[config.mk]
export PLATFORM = sky130hd
export DESIGN_NAME = uart_alu_parser
export DESIGN_NICKNAME = d
export VERILOG_FILES = /design/src/rtl/uart_alu_parser.sv
export SDC_FILE = /design/constraint.sdc
export NUM_CORES = 1
export LEC_CHECK = 0
export ABC_AREA = 1
export BUFFER_PORTS_ARGS = -buffer_cell sky130_fd_sc_hd__clkbuf_2
export CELL_PAD_IN_SITES_DETAIL_PLACEMENT = 1
export CELL_PAD_IN_SITES_GLOBAL_PLACEMENT = 2
export CORE_UTILIZATION = 32
export CTS_BUF_LIST = sky130_fd_sc_hd__clkbuf_8
export DETAILED_ROUTE_END_ITERATION = 8
export PLACE_DENSITY = 0.83
export SLEW_MARGIN = 20
export SYNTH_ARGS = -nofsm -noshare
export SYNTH_HDL_FRONTEND = slang
export SYNTH_SLANG_ARGS = --single-unit
[constraint.sdc]
create_clock -name clk_i -period 2.9 [get_ports clk_i]
set_clock_uncertainty 0.1 [all_clocks]
set_input_delay 0.58 -clock clk_i [delete_from_list [all_inputs] [get_ports clk_i]]
set_output_delay 0.58 -clock clk_i [all_outputs]
set_load 0.01 [all_outputs]
[src/rtl/uart_alu_parser.sv]
// uart_alu_parser
//   Assembles ALU requests from a byte stream (UART RX side). A packet is an
//   opcode byte, operand A (4 bytes, little-endian), operand B (4 bytes,
//   little-endian) and, when PARSER_CHECKSUM_EN is defined, a check byte
//   equal to the XOR of the nine preceding bytes. A stalled packet is dropped
//   after TimeoutCycles idle cycles with a one-cycle err_o pulse.
//
//   Optional feature macro: PARSER_CHECKSUM_EN (adds the Check state and the
//   XOR accumulator; without it packets are 9 bytes long).
//
// Ports
//   clk_i        : clock, all logic on the rising edge
//   reset_i      : synchronous active-high reset
//   valid_i      : upstream byte valid
//   data_i[7:0]  : upstream byte
//   ready_o      : parser accepts a byte (low only while a request is pending)
//   valid_o      : ALU request valid
//   opcode_o[1:0]: 0 Nop, 1 Add, 2 Mul, 3 Div
//   operand_a_o  : operand A
//   operand_b_o  : operand B
//   ready_i      : ALU accepts the request
//   err_o        : one-cycle pulse when a packet is dropped
module uart_alu_parser #(
  parameter int TimeoutCycles = 1024
) (
  input  logic        clk_i,
  input  logic        reset_i,
  input  logic        valid_i,
  input  logic [7:0]  data_i,
  output logic        ready_o,
  output logic        valid_o,
  output logic [1:0]  opcode_o,
  output logic [31:0] operand_a_o,
  output logic [31:0] operand_b_o,
  input  logic        ready_i,
  output logic        err_o
);

  localparam logic [15:0] TimeoutLast = 16'(TimeoutCycles - 1);

`ifdef PARSER_CHECKSUM_EN
  typedef enum logic [2:0] {S_IDLE, S_OPA, S_OPB, S_CHECK, S_ISSUE} state_t;
`else
  typedef enum logic [2:0] {S_IDLE, S_OPA, S_OPB, S_ISSUE} state_t;
`endif

  state_t      state_q, state_d;
  logic [1:0]  idx_q, idx_d;
  logic [15:0] idle_cnt_q, idle_cnt_d;
  logic [1:0]  opcode_q, opcode_d;
  logic [31:0] opa_q, opa_d;
  logic [31:0] opb_q, opb_d;
  logic        err_q, err_d;
  logic        xfer;
  logic        waiting;
`ifdef PARSER_CHECKSUM_EN
  logic [7:0]  csum_q, csum_d;
`endif

  function automatic logic [1:0] decode_op(input logic [7:0] b);
    case (b)
      8'h01:   return 2'd1;
      8'h02:   return 2'd2;
      8'h03:   return 2'd3;
      default: return 2'd0;
    endcase
  endfunction

  assign ready_o     = (state_q != S_ISSUE);
  assign valid_o     = (state_q == S_ISSUE);
  assign opcode_o    = opcode_q;
  assign operand_a_o = opa_q;
  assign operand_b_o = opb_q;
  assign err_o       = err_q;
  assign xfer        = valid_i & ready_o;

  always_comb begin
    state_d    = state_q;
    idx_d      = idx_q;
    idle_cnt_d = idle_cnt_q;
    opcode_d   = opcode_q;
    opa_d      = opa_q;
    opb_d      = opb_q;
    err_d      = 1'b0;
    waiting    = 1'b0;
`ifdef PARSER_CHECKSUM_EN
    csum_d     = csum_q;
`endif

    case (state_q)
      S_IDLE: begin
        if (xfer) begin
          opcode_d = decode_op(data_i);
`ifdef PARSER_CHECKSUM_EN
          csum_d   = data_i;
`endif
          state_d  = S_OPA;
        end
      end
      S_OPA: begin
        waiting = 1'b1;
        if (xfer) begin
          opa_d[{idx_q, 3'b000} +: 8] = data_i;
`ifdef PARSER_CHECKSUM_EN
          csum_d = csum_q ^ data_i;
`endif
          idx_d = idx_q + 2'd1;
          if (idx_q == 2'd3) state_d = S_OPB;
        end
      end
      S_OPB: begin
        waiting = 1'b1;
        if (xfer) begin
          opb_d[{idx_q, 3'b000} +: 8] = data_i;
`ifdef PARSER_CHECKSUM_EN
          csum_d = csum_q ^ data_i;
          if (idx_q == 2'd3) state_d = S_CHECK;
`else
          if (idx_q == 2'd3) state_d = S_ISSUE;
`endif
          idx_d = idx_q + 2'd1;
        end
      end
`ifdef PARSER_CHECKSUM_EN
      S_CHECK: begin
        waiting = 1'b1;
        if (xfer) begin
          if (data_i == csum_q) begin
            state_d = S_ISSUE;
          end else begin
            state_d = S_IDLE;
            err_d   = 1'b1;
          end
        end
      end
`endif
      S_ISSUE: begin
        if (ready_i) state_d = S_IDLE;
      end
      default: state_d = S_IDLE;
    endcase

    // A byte in the timeout cycle wins: the counter only fires when idle.
    if (waiting && !xfer) begin
      if (idle_cnt_q == TimeoutLast) begin
        state_d = S_IDLE;
        err_d   = 1'b1;
      end else begin
        idle_cnt_d = idle_cnt_q + 16'd1;
      end
    end else begin
      idle_cnt_d = 16'd0;
    end

    // Every state entry starts with a fresh byte index and idle count.
    if (state_d != state_q) begin
      idx_d      = 2'd0;
      idle_cnt_d = 16'd0;
    end
  end

  always_ff @(posedge clk_i) begin
    if (reset_i) begin
      state_q    <= S_IDLE;
      idx_q      <= 2'd0;
      idle_cnt_q <= 16'd0;
      opcode_q   <= 2'd0;
      opa_q      <= 32'd0;
      opb_q      <= 32'd0;
      err_q      <= 1'b0;
`ifdef PARSER_CHECKSUM_EN
      csum_q     <= 8'd0;
`endif
    end else begin
      state_q    <= state_d;
      idx_q      <= idx_d;
      idle_cnt_q <= idle_cnt_d;
      opcode_q   <= opcode_d;
      opa_q      <= opa_d;
      opb_q      <= opb_d;
      err_q      <= err_d;
`ifdef PARSER_CHECKSUM_EN
      csum_q     <= csum_d;
`endif
    end
  end

endmodule

## Word-level counts from Yosys, hierarchy flattened

Cells that the tools add are included.

| operators by class | value |
|---|---|
| bitwise operators | 2 |
| add/subtract/negate cells | 3 |
| shift-type cells | 2 |
| multiplexer cells | 14 |
| eq/ne operators | 10 |
| reduce and logical (&&, ||, !) cells | 11 |

Operators with widths:

| cell | count |
|---|---|
| bitwise mux 32 bit | 2 |
| variable shift 8 x 7 -> 32 bit, first input constant | 1 |
| variable part select 8 x 7 -> 32 bit | 1 |
| 2-to-1 mux 3 bit | 8 |
| adder 16 x 1 -> 16 bit, second input constant | 1 |
| == test 16 x 10 -> 1 bit, second input constant | 1 |
| == test 8 x 2 -> 1 bit, second input constant | 2 |
| one-hot mux 3 bit (4 select lines) | 1 |
| == test 8 x 1 -> 1 bit, second input constant | 1 |
| AND reduction 2 bit | 4 |
| negation 5 -> 7 bit | 1 |
| == test 3 x 2 -> 1 bit, second input constant | 2 |
| one-hot mux 2 bit (3 select lines) | 1 |
| OR reduction 2 bit | 3 |
| == test 3 x 1 -> 1 bit, second input constant | 1 |
| zero test 3 bit | 1 |
| != test 3 x 2 -> 1 bit, second input constant | 1 |
| != test 3 bit | 1 |
| OR reduction 3 bit | 1 |
| adder 2 x 1 -> 2 bit, second input constant | 1 |
| == test 2 bit, second input constant | 1 |
| 2-to-1 mux 1 bit | 2 |
| bitwise AND 1 bit | 1 |
| logical AND 1 bit | 1 |
| other kinds (2) | 2 |

| word-level totals | value |
|---|---|
| flip-flop bits (word level) | 88 |
| output and inout bits | 69 |
| logic and storage cells | 49 |

## Depth between registers and ports, before layout

| logic depth | value |
|---|---|
| depth in word-level cells | 8 |
| mapped depth | 11 |
| gate-level depth less buffers | 10 |

## Worst setup path before layout

OpenSTA, ideal clock, no wires.

| path | value |
|---|---|
| path kind | register to register |
| start | register idx_q[0] |
| end | register opb_q[25], in the netlist operand_b_o[25] |
| setup slack | 891 ps |
| data arrival time | 1838 ps |
| library setup time | 71 ps |
| stages on the path, launching flop included | 8 |
| path through | dfxtp_1 > clkinv_1 > ha_1 > nor3_1 > inv_1 > nor2_1 > nand2_1 > a21oi_1 |

| on the way | value |
|---|---|
| cells in the longest elaborated chain, start to end | 3 |
| elaborated cells between the ends (all ways) | 4 |
| classes of those cells | add/sub: 1; shift: 2; mux: 1 |

Ends and longest elaborated chain:

| element | line | RTL |
|---|---|---|
| start, declared | 48 | `logic [1:0] idx_q, idx_d;` |
| start signal, assigned | 176 | `idx_q <= idx_d;` |
| negation 5 -> 7 bit * | 114 | `opb_d[{idx_q, 3'b000} +: 8] = data_i;` |
| variable part select 8 x 7 -> 32 bit or variable shift 8 x 7 -> 32 bit (tied branches) | 114 |  |
| bitwise mux 32 bit * | 114 |  |
| end signal, assigned | 180 | `opb_q <= opb_d;` |
| end, declared | 52 | `logic [31:0] opb_q, opb_d;` |

Every way passes the cells marked *; elsewhere a longest branch is shown, timed or not.
A chain may end at the register's enable or synchronous reset.

## Worst setup path after layout

Ends and elaborated chain as after synthesis.

==> flow_summary.ini <==
[run_status]
outcome = finished with violations
violations = design-rule violations

[power_and_ir_drop]
irDropWorstVdd_uv = 193
powerDensity_nw_per_um2 = 484
p_leak_nw = 1.99
total_power_mw = 2.25

[sta]
hold_viol_final = 0
holdWs_ps = 363
worstMarginPinSlew_ps = 660
max_slew_margin = 0.558
fmax_ghz = 0.403
rsz0062_at_grt = false
maxSlewViolCount = 0
setup_viol = 0
fin_setup_tns_ps = 0
fin_crit_sh = 0.855
min_period_ps = 2480

[drt]
dr.pass1.iters = 6
antenna_left = 0
wl_met2_um = 5140
drcViolationCount = 6
wl_per_cell_um = 14.8
wl_met1_um = 5250
dr_wl_met3_um = 594
routed_wl_um = 11100
vias = 3619
vias_per_cell = 4.83
top_layer_used = met4
first_iter_violations = 115

[yosys]
synth-edff-count = 0
async_flop_share = 0
synth.largest_area_cell = dfxtp_1
synth.area.top_cells = dfxtp_1 (46%), nor2_1 (9.7%), nand2_1 (8.6%), a21oi_1 (5.4%), inv_1 (4.8%)
synth_warnings = 0
ys_types = 30
synthFlopType = dfxtp_1
syn_area_um2 = 3860
synth_top_cell_area_share = 0.457
yosysSeqAreaShare = 0.457
ys_ff_latch = 88
synth_cells = 518
synthesis.nets = 537
postSynthAreaPerCell_um2 = 7.45

[clock_tree]
post_cts_buffers = 0
clk_path_buf_depth = 2
insertion_delay_ps = 360
clock_sinks = 88
cts_buffers = 9
cts_tree = built
cts_resized = 0
cts_max_level = 3
cts_root_buffer = clkbuf_8
path_clk_slew_ps = 90
ctsHoldBuffers = 0

[die]
die_width_um = 112
core.rowCount = 39
initial_utilization = 0.334
die_area_um2 = 12500
dieHeight_um = 112
core_um2 = 11600
top_level_ports = 81

[global_routing]
grt-ovfl-total = 0
antenna_found_initial = 0
grt_pass1_vias = 3748
grt_max_degree = 38
grt_pass1_wl_um = 18600
track_usage = 0.189

[final_layout]
diodes = 0
layout-drive-gt1-share = 0.213
final_area_um2 = 4640
fin_cells = 750
area_delta_synth_final_pct = 20.2
final_nets = 621

[setup_path]
critPathRequiredTime_ps = 3090
crit_chain = clkinv_1 -> ha_1 -> nor3_1 -> inv_1 -> nor2_1 -> nand2_1 -> a21oi_1
critPathMaxFanout = 11
crit_type = flop to flop
start_kind = flop
critPathCaptureType = flop
cp.arrival_ps = 2670
slowest_stage = dfxtp_1
max_stage_delay_ps = 520

[placement]
gp_congestion = 0.803
dp_hpwl_um = 8440
dpl.cell_count = 734
dpl_cell_area_um2 = 4410
port_buffers = 80

[run]
cap_violations = 0

[worst_hold_path]
worstHoldPathType = flop to flop
## path summary, 6_finish.rpt
| kind | start | endpoint | slack, ps | depth (start not counted) |
|---|---|---|---|---|
| worst max-delay path | idx_q[0] | operand_b_o[25] | 420 | 7 |
| worst min-delay path | operand_b_o[14] | operand_b_o[14] | 360 | 2 |
| worst max register to register | idx_q[0] | operand_b_o[25] | 420 | 7 |
| worst min register to register | operand_b_o[14] | operand_b_o[14] | 360 | 2 |
## where the power goes
group          total (mW)  switching (mW)  internal (mW)
logic              0.0942          0.0708         0.0235
registers            1.22         0.00403           1.21
clock network       0.936           0.440          0.496
total                2.25           0.515           1.73
## synthesized netlist by cell type (all sizes together), types with 2 or more instances
cell type and number:
nor2 108, nand2 92, dfxtp 88, inv 50
a21oi 42, o21ai 38, nor3 33, nand3 24
clkbuf 8, xor2 8, ha 7, xnor2 6
buf 4, nand4 4, nor4 2
## cells in the final DEF (no fill, tap or decap)
cell type,Yosys,layout
clkbuf_2,0,80
clkinvlp_4,0,1
nand4_4,1,1
o211ai_2,1,1
nand2_2,4,4
o21ai_1,2,2
inv_6,0,1
nor3_1,23,23
buf_4,2,5
o21ai_0,36,36
nor3_4,1,1
xor2_1,8,8
clkinv_1,1,1
conb_1,1,1
nor3_2,9,9
bufinv_16,0,1
nand4_1,3,3
nor2_1,100,100
a21oi_1,42,42
clkbuf_8,0,13
nor2_4,4,4
nand2_1,88,88
nor2_2,4,4
inv_1,49,49
xnor2_1,6,6
nor4_1,2,2
ha_1,7,7
nand3_2,3,3
nor3b_1,1,1
dfxtp_1,88,88
nand3_1,21,21
inv_2,1,1
## per-stage QoR
| step | setup WS [ps] | utilization |
|---|---|---|
| global route | 200 | 0.401 |
| finish | 420 | 0.401 |
| global placement | 581 | 0.382 |
| floorplan | 891 | - |
| detailed placement | 451 | 0.382 |
| CTS | 421 | 0.401 |
## flip-flops by register name (all words and copies together) (netlist names)
| name | flops |
|---|---|
| operand_a_o | 32 |
| operand_b_o | 32 |
| idle_cnt_q | 16 |
| state_q | 3 |
| idx_q | 2 |
| opcode_o | 2 |
| err_o | 1 |
## final cells by class
type / instances / area (um2)
fillers: 1490 / 6930
multi-input cells: 367 / 1840
flip-flops and latches: 88 / 1760
repair buffers: 85 / 438
inverters: 51 / 191
clock buffers: 13 / 179
well taps: 143 / 179
clock inverters: 3 / 46.3
## critical path: cells and delay by family, from the launching register on
kind | cells | cell delay [ps]
adder cells (fa/ha/maj) | 1 | 430
AO/OA/AOI/OAI | 1 | 180
AND/OR/NAND/NOR | 3 | 630
flip-flops | 1 | 520
buffers and inverters | 2 | 540
## metal layers
layer  up-vias  track usage
met5         -            0
met4         0       0.0622
met3        10       0.0414
met2        80        0.309
met1      1700        0.246
li1       1829            -
## cells by family (layout without fill, tap and decap cells)
| logic type | after synthesis | after routing | synth area share |
|---|---|---|---|
| flops | 88 | 88 | 0.457 |
| compound gates | 81 | 81 | 0.107 |
| fa+ha+maj | 7 | 7 | 0.0227 |
| xor+xnor | 14 | 14 | 0.0318 |
| buf+inv | 63 | 152 | 0.0655 |
| other cells | 1 | 1 | 0.000972 |
| simple gates | 264 | 264 | 0.315 |
Power figures use the tool's default switching activity.
